--- config.mk ---
export PLATFORM = sky130hd
export DESIGN_NAME = mult_operand_feeder
export DESIGN_NICKNAME = d
export VERILOG_FILES = /design/src/rtl/mult_operand_feeder.sv
export SDC_FILE = /design/constraint.sdc
export NUM_CORES = 1
export LEC_CHECK = 0
export CORE_MARGIN = 1.5
export CORE_UTILIZATION = 61
export DETAILED_ROUTE_END_ITERATION = 10
export PLACE_DENSITY = 0.93
export SLEW_MARGIN = 20
export SYNTH_ARGS = -nofsm -noshare
export SYNTH_HDL_FRONTEND = slang
export SYNTH_SLANG_ARGS = --single-unit
--- constraint.sdc ---
create_clock -name clk -period 6.09 [get_ports clk]
set_clock_uncertainty 0.05 [all_clocks]
set_input_delay 0.609 -clock clk [delete_from_list [all_inputs] [get_ports clk]]
set_output_delay 0.609 -clock clk [all_outputs]
set_load 0.03 [all_outputs]
--- src/rtl/mult_operand_feeder.sv ---
// ---------------------------------------------------------------------------
// mult_operand_feeder
//
// Upstream stage of the 16x16 multiplier / result-memory block. Operand pairs
// arrive over a valid/ready handshake and are buffered in a small FIFO. They
// are issued to the multiplier one 2^LOGDEPTH-product block at a time. After
// the last pair of a block has been issued and the multiplier pipeline has
// settled, the block read-back is started and its beats are counted before
// the next block may issue.
//
// Ports
//   clk, rst_n          clock (rising edge) and asynchronous active-low reset
//   in_valid/in_ready   operand pair handshake (in_ready = FIFO not full)
//   in_op0/in_op1       operand pair
//   EN_mult/RDY_mult    issue handshake to the multiplier
//   mult_input0/1       FIFO head operands (0 while the FIFO is empty)
//   EN_blockRead        one-cycle pulse starting the block read-back
//   VALID_memVal        one read-back beat per high cycle
//   busy                high whenever the feeder is not in ISSUE
//   blocks_done         count of completed blocks (wraps)
//   err_timeout         sticky read-back timeout flag
// ---------------------------------------------------------------------------
module mult_operand_feeder #(
    parameter int OP_WIDTH      = 16,
    parameter int FIFO_LOGDEPTH = 2,
    parameter int LOGDEPTH      = 6,
    parameter int SETTLE_CYC    = 8,
    parameter int READ_BEATS    = 64,
    parameter int TIMEOUT_CYC   = 256
) (
    input  logic                clk,
    input  logic                rst_n,
    input  logic                in_valid,
    output logic                in_ready,
    input  logic [OP_WIDTH-1:0] in_op0,
    input  logic [OP_WIDTH-1:0] in_op1,
    output logic                EN_mult,
    input  logic                RDY_mult,
    output logic [OP_WIDTH-1:0] mult_input0,
    output logic [OP_WIDTH-1:0] mult_input1,
    output logic                EN_blockRead,
    input  logic                VALID_memVal,
    output logic                busy,
    output logic [15:0]         blocks_done,
    output logic                err_timeout
);

    localparam int FIFO_DEPTH = 1 << FIFO_LOGDEPTH;
    localparam int SETTLE_W   = $clog2(SETTLE_CYC + 1);
    localparam int BEAT_W     = $clog2(READ_BEATS + 1);
    localparam int IDLE_W     = $clog2(TIMEOUT_CYC + 1);

    localparam logic [FIFO_LOGDEPTH:0] FIFO_FULL_CNT = (FIFO_LOGDEPTH+1)'(FIFO_DEPTH);
    localparam logic [LOGDEPTH-1:0]    ISSUE_LAST    = {LOGDEPTH{1'b1}};
    localparam logic [SETTLE_W-1:0]    SETTLE_LAST   = SETTLE_W'(SETTLE_CYC - 1);
    localparam logic [BEAT_W-1:0]      BEATS_LAST    = BEAT_W'(READ_BEATS - 1);
    localparam logic [IDLE_W-1:0]      TIMEOUT_LAST  = IDLE_W'(TIMEOUT_CYC - 1);

    typedef enum logic [1:0] {
        ST_ISSUE,
        ST_SETTLE,
        ST_REQ,
        ST_DRAIN
    } state_t;

    // FIFO storage and pointers
    logic [OP_WIDTH-1:0]      fifo_op0_q [FIFO_DEPTH];
    logic [OP_WIDTH-1:0]      fifo_op0_d [FIFO_DEPTH];
    logic [OP_WIDTH-1:0]      fifo_op1_q [FIFO_DEPTH];
    logic [OP_WIDTH-1:0]      fifo_op1_d [FIFO_DEPTH];
    logic [FIFO_LOGDEPTH-1:0] wr_ptr_q, wr_ptr_d;
    logic [FIFO_LOGDEPTH-1:0] rd_ptr_q, rd_ptr_d;
    logic [FIFO_LOGDEPTH:0]   count_q, count_d;

    // Control state
    state_t               state_q, state_d;
    logic [LOGDEPTH-1:0]  issue_cnt_q, issue_cnt_d;
    logic [SETTLE_W-1:0]  settle_cnt_q, settle_cnt_d;
    logic [BEAT_W-1:0]    beat_cnt_q, beat_cnt_d;
    logic [IDLE_W-1:0]    idle_cnt_q, idle_cnt_d;
    logic [15:0]          blocks_done_q, blocks_done_d;
    logic                 err_timeout_q, err_timeout_d;

    logic fifo_empty;
    logic fifo_full;
    logic push;
    logic pop;
    logic en_mult_c;
    logic en_block_read_c;

    assign fifo_empty = (count_q == '0);
    assign fifo_full  = (count_q == FIFO_FULL_CNT);
    assign push       = in_valid && !fifo_full;
    assign pop        = en_mult_c && RDY_mult;

    // Head operands come straight from storage; there is no bypass, so a
    // pair written this cycle only becomes visible next cycle.
    assign in_ready     = !fifo_full;
    assign mult_input0  = fifo_empty ? '0 : fifo_op0_q[rd_ptr_q];
    assign mult_input1  = fifo_empty ? '0 : fifo_op1_q[rd_ptr_q];
    assign EN_mult      = en_mult_c;
    assign EN_blockRead = en_block_read_c;
    assign busy         = (state_q != ST_ISSUE);
    assign blocks_done  = blocks_done_q;
    assign err_timeout  = err_timeout_q;

    // FIFO next state: push and pop are independent, so a full FIFO still drains.
    always_comb begin
        fifo_op0_d = fifo_op0_q;
        fifo_op1_d = fifo_op1_q;
        wr_ptr_d   = wr_ptr_q;
        rd_ptr_d   = rd_ptr_q;
        count_d    = count_q;
        if (push) begin
            fifo_op0_d[wr_ptr_q] = in_op0;
            fifo_op1_d[wr_ptr_q] = in_op1;
            wr_ptr_d             = wr_ptr_q + 1'b1;
        end
        if (pop) begin
            rd_ptr_d = rd_ptr_q + 1'b1;
        end
        if (push && !pop) begin
            count_d = count_q + 1'b1;
        end else if (pop && !push) begin
            count_d = count_q - 1'b1;
        end
    end

    // Block sequencing: issue a full block, let the pipeline settle, pulse the
    // read request, then count read-back beats or give up after a long silence.
    always_comb begin
        state_d         = state_q;
        issue_cnt_d     = issue_cnt_q;
        settle_cnt_d    = settle_cnt_q;
        beat_cnt_d      = beat_cnt_q;
        idle_cnt_d      = idle_cnt_q;
        blocks_done_d   = blocks_done_q;
        err_timeout_d   = err_timeout_q;
        en_mult_c       = 1'b0;
        en_block_read_c = 1'b0;
        case (state_q)
            ST_ISSUE: begin
                en_mult_c = !fifo_empty;
                if (!fifo_empty && RDY_mult) begin
                    issue_cnt_d = issue_cnt_q + 1'b1;
                    if (issue_cnt_q == ISSUE_LAST) begin
                        state_d      = ST_SETTLE;
                        settle_cnt_d = '0;
                    end
                end
            end
            ST_SETTLE: begin
                if (settle_cnt_q == SETTLE_LAST) begin
                    state_d = ST_REQ;
                end else begin
                    settle_cnt_d = settle_cnt_q + 1'b1;
                end
            end
            ST_REQ: begin
                en_block_read_c = 1'b1;
                beat_cnt_d      = '0;
                idle_cnt_d      = '0;
                state_d         = ST_DRAIN;
            end
            ST_DRAIN: begin
                if (VALID_memVal) begin
                    beat_cnt_d = beat_cnt_q + 1'b1;
                    idle_cnt_d = '0;
                    if (beat_cnt_q == BEATS_LAST) begin
                        blocks_done_d = blocks_done_q + 16'd1;
                        state_d       = ST_ISSUE;
                    end
                end else begin
                    idle_cnt_d = idle_cnt_q + 1'b1;
                    // The cycle that brings idle_cnt to TIMEOUT_CYC aborts the block.
                    if (idle_cnt_q == TIMEOUT_LAST) begin
                        err_timeout_d = 1'b1;
                        state_d       = ST_ISSUE;
                    end
                end
            end
            default: begin
                state_d = ST_ISSUE;
            end
        endcase
    end

    // All state registers; reset discards queued pairs and any partial block.
    always_ff @(posedge clk or negedge rst_n) begin
        if (!rst_n) begin
            for (int i = 0; i < FIFO_DEPTH; i++) begin
                fifo_op0_q[i] <= '0;
                fifo_op1_q[i] <= '0;
            end
            wr_ptr_q      <= '0;
            rd_ptr_q      <= '0;
            count_q       <= '0;
            state_q       <= ST_ISSUE;
            issue_cnt_q   <= '0;
            settle_cnt_q  <= '0;
            beat_cnt_q    <= '0;
            idle_cnt_q    <= '0;
            blocks_done_q <= '0;
            err_timeout_q <= 1'b0;
        end else begin
            fifo_op0_q    <= fifo_op0_d;
            fifo_op1_q    <= fifo_op1_d;
            wr_ptr_q      <= wr_ptr_d;
            rd_ptr_q      <= rd_ptr_d;
            count_q       <= count_d;
            state_q       <= state_d;
            issue_cnt_q   <= issue_cnt_d;
            settle_cnt_q  <= settle_cnt_d;
            beat_cnt_q    <= beat_cnt_d;
            idle_cnt_q    <= idle_cnt_d;
            blocks_done_q <= blocks_done_d;
            err_timeout_q <= err_timeout_d;
        end
    end

endmodule

==> results of run 1 <==
## power by group through the flow
| stage | sequential (uW) | clock [uW] | combinational [uW] |
|---|---|---|---|
| 6_report | 2080 | 1110 | 2680 |
| 3_3_place_gp | 2020 | 0 | 2570 |
| 4_1_cts | 2080 | 1130 | 2700 |
| 2_1_floorplan | 1890 | 0 | 1970 |
| 3_5_place_dp | 2090 | 0 | 2670 |
| 5_1_grt | 2140 | 1180 | 2840 |
## registers in the layout, summed over array words and instances (netlist names)
register / count
settle_cnt_q: 4
state_q: 2
fifo_op1_q: 64
rd_ptr_q: 2
count_q: 3
idle_cnt_q: 9
wr_ptr_q: 2
blocks_done: 16
beat_cnt_q: 7
err_timeout: 1
issue_cnt_q: 6
fifo_op0_q: 64
## metal layers
metal | global-route usage (%) | up-vias | wire length (um)
li1 | - | 2318 | -
met1 | 32.1 | 2766 | 7000
met2 | 44.4 | 163 | 9100
met3 | 5.09 | 36 | 763
met4 | 10.7 | 0 | 370
met5 | 0 | - | 0
## metrics by stage
step	worst slack, ns	util, %	hold slack, ns	instance area, um^2	power [uW]
2_1_floorplan	3.85	-	0.263	8350	3870
3_3_place_gp	2.82	70.3	0.395	9340	4590
6_report	2.60	74.9	0.234	9950	5870
4_1_cts	2.63	74.8	0.350	9950	5910
3_5_place_dp	3.11	70.3	0.401	9350	4760
5_1_grt	2.55	74.9	0.347	9950	6160
## cell usage in the layout, fill, tap and decap left out, drive strengths merged, types with 10 or more instances in the layout
cell	count
and2	33
clkbuf	23
clkdlybuf4s50	88
dfrtp	180
ha	15
inv	14
mux2	134
mux4	32
nand2	24
nand4	12
nor2	15
o21ai	18
xnor2	17
xor2	10
## critical path: stages, from the launching register on
cell	delay, ns
dfrtp_1	0.76
buf_4	0.48
mux4_2	0.38
and2_1	0.18
clkdlybuf4s50_1	0.60
## cell type report
class / instances / area (um^2) / share of cell area (%)
multi-input combinational: 370 / 3660 / 36.8
timing repair buffer: 91 / 910 / 9.14
tap: 176 / 220 / 2.21
sequential: 180 / 4510 / 45.3
inverter: 14 / 52.6 / 0.528
clock inverter: 10 / 129 / 1.29
clock buffer: 22 / 474 / 4.76
## path summary, 6_finish.rpt
kind	startpoint	endpoint	slack (ns)	depth (start not counted)
worst max register to register	state_q[0]	count_q[1]	3.66	8
worst min-delay path	rst_n	beat_cnt_q[6]	0.23	1
max in group asynchronous	rst_n	wr_ptr_q[1]	4.38	2
min in group clk	err_timeout	err_timeout	0.41	1
worst min register to register	err_timeout	err_timeout	0.41	1
worst max-delay path	rd_ptr_q[1]	mult_input1[7]	2.60	4
## kinds of logic after synthesis
logic type                 synth area share [%]
AOI/OAI and AO/OA                          3.51
xor gates and xnor gates                   2.83
adders and majority gates                  2.49
buffers and inverters                      2.41
DFF                                        53.9
muxes                                      26.8
and+or+nand+nor                            8.03
==> impl_summary.log, run 1 <==
[metrics] switching power total: 2080 uW
[metrics] largest buffer count on any clock path: 2
[metrics] area growth from synthesis to final layout: 19.1%
[metrics] Sink Count: between 150 and 200
[metrics] startpoint class of the critical path: flip-flop
[metrics] required time reported for the critical path endpoint: about 5.4 ns
[metrics] wire length of the first global-routing pass: roughly 29 mm
[metrics] part of the total power dissipated in the clock network: 19.0%
[metrics] CP endpoint kind: primary output
[metrics] number of setup buffers added after CTS: 0
[metrics] non-filler instance count after layout: 863
[metrics] DRT Wirelength: 17.2 mm
[metrics] number of rows in the core area: 42
[metrics] Primary FF master, synth: dfrtp_1
[metrics] number of nets in the final layout: between 700 and 800
[metrics] Switching Share: between 30% and 40%
[metrics] Detailed Routing Iterations Pass 1: 4
[metrics] warning count from the yosys run: 0
[metrics] syn_area_per_cell: roughly 14 um^2
[metrics] cell at the root of the clock tree: clkbuf_16
[metrics] number of global-route vias before repair: about 5.7k
[metrics] startpoint-to-endpoint class of the critical path: reg -> out
[metrics] share of the clock period used by the worst path after layout: roughly 57%
[metrics] Gate Count Post-Synth: 594
[metrics] worst slew pin tran: 0.977 ns
[metrics] buffers added on ports: 89
[metrics] distinct cell type count after synthesis: 48
[metrics] highest clock rate: about 290 MHz
[metrics] power density normalized to cell area: between 500 and 600 mW/mm^2
[metrics] via-per-instance ratio: slightly above 6
[metrics] total placed cells including tap cells: a little over 800
[metrics] number of filler instances in the final layout: roughly 780
[metrics] maximum number of pins on one net before global-route repair: roughly 120
[metrics] setup total negative slack: 0 ns
[metrics] clock buffer count from CTS: 17
[metrics] VDD IR-drop max: 0.416 mV
[metrics] portion of total power attributed to combinational logic: 45.6%
[metrics] synthesized cell area: ~0.0084 mm^2
[metrics] final weighted congestion in routability-driven placement: 0.809
[metrics] y dimension of the die: 120 um
[metrics] area inside the core boundary: 0.0133 mm^2
[metrics] Tot GR Track Use: between 20% and 30%
[metrics] number of ports placed on the die boundary: 90
[metrics] maximum net fanout on the critical path: 22
[metrics] Slew Viols, Final: 0
[metrics] final critical delay including setup and external delays: 3.49 ns
[metrics] DR iter-0 viols: roughly 250
[metrics] path category of the worst min-delay check: in -> async
[metrics] count of antenna-violating nets left after detailed routing: 0
[metrics] quantity of hold-fixing buffers added after cts: 0
[metrics] clock tree from TritonCTS: yes
[metrics] Overflow after GRT: 0
[metrics] top area cells in the synthesized netlist: dfrtp_1, mux2_2, mux4_2, and2_1, ha_1
[metrics] Residual DRC: 0
[metrics] headroom to the max-slew limit: around 35%
[metrics] source-to-sink clock delay at the later pin of the worst-skew pair: ~0.43 ns
[metrics] Internal: roughly 3800 uW
[metrics] most instantiated library cell after synthesis: dfrtp_1
[metrics] routed via count: 5283
[metrics] total inserted antenna cells: 0
[metrics] unrepaired setup endpoints after global routing: false
[metrics] Synth top cells by count: dfrtp_1, mux2_2, and2_1, mux4_2, nand2_1
[metrics] initial antenna violation count: 0
[metrics] outcome: completed
[metrics] signal arrival time at the worst endpoint: 2.83 ns
[metrics] H-tree depth: 4
[metrics] horizontal extent of the die: around 120 um
[metrics] post_cts resized: 0
[metrics] reported leakage power: about 0.0043 uW
[metrics] cell type with the largest total area after synthesis: dfrtp_1
[metrics] FFs w/ async S/R, synth: between 90% and 100%
[metrics] area share of the largest cell type after synthesis: roughly 54%
[metrics] max-cap violation count: 0
[metrics] Initial Util: between 60% and 70%
[metrics] endpoints failing setup: 0
[metrics] die area: between 0.01 and 0.015 mm^2
[metrics] final hold vios: 0
[metrics] share of post-route cells with drive strength above 1: 31.0%
[metrics] number of synthesized flops with an enable pin: 0
[metrics] clock-pin slew on the worst setup and hold paths: around 0.06 ns
[metrics] sequential cell area fraction in the yosys report: 53.9%
[metrics] wire length per cell after detailed routing: roughly 20 um
[metrics] synthesis-stage register bit count: 180
[metrics] HPWL Detailed: 11.0 mm
[metrics] net count of the mapped netlist: 647
[metrics] portion of total power attributed to sequential cells: around 35%
Note: power is estimated with default switching activity, not from simulation.
==> inputs of run 2 (changes only) <==
Settings changed: CORE_UTILIZATION 61 to 51, PLACE_DENSITY 0.93 to 0.84.
Clock period 6.09 ns to 3.2 ns, I/O delays scaled along.
==> impl_summary.log, run 2 (synthesis results as in run 1) <==
[metrics] reported leakage power: 0.00429 uW
[metrics] number of ports placed on the die boundary: 90
[metrics] routed via count: 5186
[metrics] y dimension of the die: ~130 um
[metrics] pre-CTS setup slack: between 0.6 and 0.7 ns
[metrics] final weighted congestion in routability-driven placement: slightly below 0.8
[metrics] H-tree depth: 4
[metrics] non-filler instance count after layout: 913
[metrics] power density normalized to cell area: between 1000 and 1500 mW/mm^2
[metrics] portion of total power attributed to sequential cells: 34.9%
[metrics] maximum net fanout on the critical path: 24
[metrics] most frequent cells in the layout: dfrtp_1, mux2_2, clkdlybuf4s50_1
[metrics] clock buffer count from CTS: 17
[metrics] signal arrival time at the worst endpoint: 2.65 ns
[metrics] headroom to the max-slew limit: 41.3%
[metrics] most common cell after layout, fill and taps aside: dfrtp_1
[metrics] startpoint-to-endpoint class of the critical path: reg -> out
[metrics] Internal: ~7300 uW
[metrics] fin worst setup slack: approximately 0.18 ns
[metrics] DRT Wirelength: between 15 and 20 mm
[metrics] switching power total: slightly below 4000 uW
[metrics] horizontal extent of the die: about 130 um
[metrics] Slew Viols, Final: 0
[metrics] share of post-route cells with drive strength above 1: between 30% and 40%
[metrics] Switching Share: 34.9%
[metrics] clock-pin slew on the worst setup and hold paths: 0.06 ns
[metrics] number of filler instances in the final layout: between 1k and 1.5k
[metrics] post-layout utilization of the core: between 60% and 70%
[metrics] area inside the core boundary: around 0.016 mm^2
[metrics] Tot GR Track Use: approximately a fifth
[metrics] number of global-route vias before repair: 5624
[metrics] setup total negative slack: 0 ns
[metrics] count of antenna-violating nets left after detailed routing: 0
[metrics] HPWL Detailed: ~11 mm
[metrics] final critical delay including setup and external delays: slightly above 3 ns
[metrics] Residual DRC: 0
[metrics] required time reported for the critical path endpoint: around 2.8 ns
[metrics] clock tree from TritonCTS: yes
[metrics] source-to-sink clock delay at the later pin of the worst-skew pair: between 0.4 and 0.5 ns
[metrics] worst slew pin tran: slightly below 0.9 ns
[metrics] path category of the worst min-delay check: reg -> reg
[metrics] wire length of the first global-routing pass: between 20 and 30 mm
[metrics] cell at the root of the clock tree: clkbuf_16
[metrics] number of nets in the final layout: 736
[metrics] die area: around 0.017 mm^2
[metrics] total placed cells including tap cells: 879
[metrics] number of rows in the core area: 46
[metrics] maximum number of pins on one net before global-route repair: between 90 and 100
[metrics] Sink Count: 180
[metrics] Detailed Routing Iterations Pass 1: 4
[metrics] wire length per cell after detailed routing: 18.9 um
[metrics] final hold vios: 0
[metrics] Overflow after GRT: 0
[metrics] via-per-instance ratio: around 5.7
[metrics] CP endpoint kind: primary output
[metrics] highest clock rate: around 330 MHz
[metrics] number of setup buffers added after CTS: 0
[metrics] quantity of hold-fixing buffers added after cts: 1
[metrics] post_cts resized: 0
[metrics] largest buffer count on any clock path: 2
[metrics] portion of total power attributed to combinational logic: 45.9%
[metrics] unrepaired setup endpoints after global routing: false
[metrics] VDD IR-drop max: slightly above 0.7 mV
[metrics] DR iter-0 viols: between 150 and 200
[metrics] initial antenna violation count: 1
[metrics] startpoint class of the critical path: flip-flop
[metrics] Initial Util: between 50% and 60%
[metrics] endpoints failing setup: 0
[metrics] area growth from synthesis to final layout: 21.0%
[metrics] share of the clock period used by the worst path after layout: ~95%
[metrics] outcome: completed
[metrics] buffers added on ports: between 80 and 90
[metrics] part of the total power dissipated in the clock network: around a fifth
[metrics] max-cap violation count: 0
## run 2: changes by cell type in the layout (fill, tap and decap cells not counted), moves of 2 or more
| cell | before | now |
|---|---|---|
| clkinv_2 | 6 | 1 |
| clkinvlp_4 | 0 | 2 |
| buf_12 | 0 | 2 |
| clkbuf_1 | 2 | 4 |
| buf_4 | 2 | 8 |
| dfrtp_2 | 0 | 2 |
## run 2: power groups by stage
stage / registers [uW] / logic (uW) / clock network, uW
floorplan: 3600 / 3760 / 0
global placement: 3840 / 4990 / 0
detailed placement: 3930 / 5170 / 0
CTS: 3910 / 5210 / 2200
global route: 4030 / 5540 / 2290
finish: 3920 / 5160 / 2160
## run 2: final cells by class
type | instances | area, um^2 | share of cell area, %
Antenna cell | 1 | 2.50 | 0.0248
Clock buffer | 25 | 495 | 4.90
Clock inverter | 7 | 119 | 1.18
Inverter | 14 | 52.6 | 0.520
Multi-Input combinational cell | 370 | 3660 | 36.2
Sequential cell | 180 | 4510 | 44.6
Tap cell | 216 | 270 | 2.67
Timing Repair Buffer | 100 | 1000 | 9.92
## run 2: final timing paths
path | start | cells after the start | slack, ns | to
min in group asynchronous | rst_n | 2 | 0.52 | fifo_op1_q[23]
min | err_timeout | 1 | 0.42 | err_timeout
max | rd_ptr_q[0] | 4 | 0.18 | mult_input0[3]
max reg2reg | count_q[0] | 8 | 0.94 | count_q[2]
min reg2reg | err_timeout | 1 | 0.42 | err_timeout
max in group asynchronous | rst_n | 3 | 1.62 | blocks_done[10]
## run 2: layer usage
metal	share of wire, %	track usage, %	up-vias
li1	-	-	2332
met1	43	27.2	2705
met2	52	35.3	122
met3	3.4	4.89	27
met4	2.2	9.31	0
met5	0	0	-
## run 2: metrics by stage
step	power (uW)	instance area, um^2	hold WS (ns)
detailed placement	9100	9480	0.404
global placement	8830	9480	0.395
CTS	11300	10100	0.422
global route	11900	10100	0.440
floorplan	7360	8350	-0.0256
finish	11200	10100	0.420
## run 2: critical path, cell delays in order (launching register included)
cell and delay, ns:
dfrtp_2 0.61, buf_12 0.27, mux4_2 0.57, and2_1 0.18, clkdlybuf4s50_1 0.58
==> inputs of run 3 (changes only) <==
Settings changed: CORE_UTILIZATION 51 to 30, PLACE_DENSITY 0.84 to 0.57.
==> impl_summary.log, run 3 (synthesis results as in run 1) <==
[metrics] H-tree depth: 4
[metrics] logic depth of the worst register-to-register path: 8
[metrics] area inside the core boundary: ~0.027 mm^2
[metrics] clock tree from TritonCTS: yes
[metrics] largest buffer count on any clock path: 2
[metrics] post-layout utilization of the core: between 30% and 40%
[metrics] total inserted antenna cells: 0
[metrics] HPWL Detailed: about 11 mm
[metrics] max incr delay on CP: 0.73 ns
[metrics] Detailed Routing Iterations Pass 1: 4
[metrics] number of ports placed on the die boundary: 90
[metrics] post-layout power: 11200 uW
[metrics] clock-pin slew on the worst setup and hold paths: 0.08 ns
[metrics] final critical delay including setup and external delays: approximately 3.0 ns
[metrics] required time reported for the critical path endpoint: approximately 2.8 ns
[metrics] Critical Path Slowest Stage Cell: or3_2
[metrics] Cell Chain, Critical Path: or3_2 -> buf_4 -> and2_1 -> clkdlybuf4s50_1
[metrics] horizontal extent of the die: about 170 um
[metrics] routed via count: 4997
[metrics] Sink Count: 180
[metrics] buffers added on ports: a little under 90
[metrics] wire length per cell after detailed routing: between 15 and 20 um
[metrics] source-to-sink clock delay at the later pin of the worst-skew pair: roughly 0.44 ns
[metrics] VDD IR-drop max: about 0.83 mV
[metrics] Overflow after GRT: 0
[metrics] reported leakage power: 0.00432 uW
[metrics] Residual DRC: 0
[metrics] area growth from synthesis to final layout: 23.8%
[metrics] worst slew pin tran: roughly 0.66 ns
[metrics] wire length of the first global-routing pass: between 20 and 30 mm
[metrics] most common cell after layout, fill and taps aside: dfrtp_1
[metrics] share of the clock period used by the worst path after layout: 93.5%
[metrics] highest clock rate: approximately 330 MHz
[metrics] DR iter-0 viols: between 200 and 250
[metrics] count of antenna-violating nets left after detailed routing: 0
[metrics] number of rows in the core area: 60
[metrics] final hold vios: 0
[metrics] path category of the worst min-delay check: in -> async
[metrics] number of nets in the final layout: 737
[metrics] headroom to the max-slew limit: 55.8%
[metrics] outcome: completed
[metrics] DRT Wirelength: around 18 mm
[metrics] final non-filler cell area: approximately 0.010 mm^2
[metrics] cell at the root of the clock tree: clkbuf_16
[metrics] Initial Util: a little under a third
[metrics] y dimension of the die: between 150 and 200 um
[metrics] WP buf/inv: 2
[metrics] number of global-route vias before repair: between 5k and 6k
[metrics] Placed Instance Area: approximately 0.0097 mm^2
[metrics] top cell family by delay on the critical path: simple AND/OR/NAND/NOR gates
[metrics] power density normalized to cell area: around 1100 mW/mm^2
[metrics] die area: a little under 0.03 mm^2
[metrics] setup total negative slack: 0 ns
[metrics] most frequent cells in the layout: dfrtp_1, mux2_2, clkdlybuf4s50_1
[metrics] via-per-instance ratio: 4.67
[metrics] Slew Viols, Final: 0
[metrics] maximum number of pins on one net before global-route repair: 67
[metrics] max-cap violation count: 0
[metrics] maximum net fanout on the critical path: 25
[metrics] signal arrival time at the worst endpoint: ~2.6 ns
[metrics] endpoints failing setup: 0
[metrics] CP endpoint kind: primary output
[metrics] initial antenna violation count: 1
[metrics] launch instance of the worst register-to-register path: state_q[0]
[metrics] final weighted congestion in routability-driven placement: 0.708
[metrics] Tot GR Track Use: between 10% and 20%
[metrics] startpoint-to-endpoint class of the critical path: reg -> out
[metrics] share of post-route cells with drive strength above 1: roughly 32%
[metrics] unrepaired setup endpoints after global routing: false
[metrics] r2r setup slk: about 0.82 ns
[metrics] clock buffer count from CTS: 17
[metrics] startpoint class of the critical path: flip-flop
[metrics] destination of the worst register-to-register timing path: count_q[1]
[run 3: changes by cell type in the layout (fill, tap and decap cells not counted), moves of 2 or more]
| cell | before | now |
|---|---|---|
| inv_6 | 1 | 4 |
| clkbuf_1 | 4 | 0 |
| clkbuf_8 | 4 | 2 |
| clkinv_2 | 1 | 3 |
| buf_12 | 2 | 4 |
[run 3: how the worst max path moves through the flow]
| stage | startpoint | endpoint | depth (start not counted) |
|---|---|---|---|
| after floorplan | state_q[0] | count_q[1] | 9 |
| after global placement | count_q[2] | mult_input1[5] | 4 |
| after detailed placement | count_q[2] | mult_input1[5] | 4 |
| after CTS | count_q[2] | mult_input1[5] | 4 |
| after global routing | count_q[2] | mult_input1[5] | 4 |
| final | count_q[2] | mult_input1[6] | 4 |
[run 3: metrics by stage]
stage	hold slack (ns)	worst slack, ns	cells
after floorplan	-0.0256	0.960	594
after global placement	0.311	0.592	1036
after detailed placement	0.317	0.565	1036
after CTS	0.413	0.0806	1069
after global routing	0.419	0.0675	1069
final	0.391	0.209	1069
[run 3: layout make-up]
cell class | instances | area [um^2]
clock inverters | 13 | 168
inverters | 14 | 52.6
clock buffers | 19 | 453
well taps | 372 | 465
repair buffers | 101 | 1030
fillers | 2647 | 16800
multi-input cells | 370 | 3660
flip-flops and latches | 180 | 4510
[run 3: per-layer routing]
layer	vias up	track usage [%]	wire, um
li1	2327	-	-
met1	2573	16.8	8110
met2	87	21.6	8540
met3	10	3.84	784
met4	0	3.12	129
met5	-	0	0
[run 3: power by group]
part	switching, uW	internal [uW]
registers	525	3240
logic	2470	2770
clock network	950	1280
[run 3: what timing repair did]
| action | CTS | global route |
|---|---|---|
| resized for setup | 0 | 1 |
| hold buffers | 1 | 0 |
| buffers inserted | 0 | 0 |
| hold endpoints to repair | 59 | 0 |
| endpoints found under the setup margin | 0 | 9 |
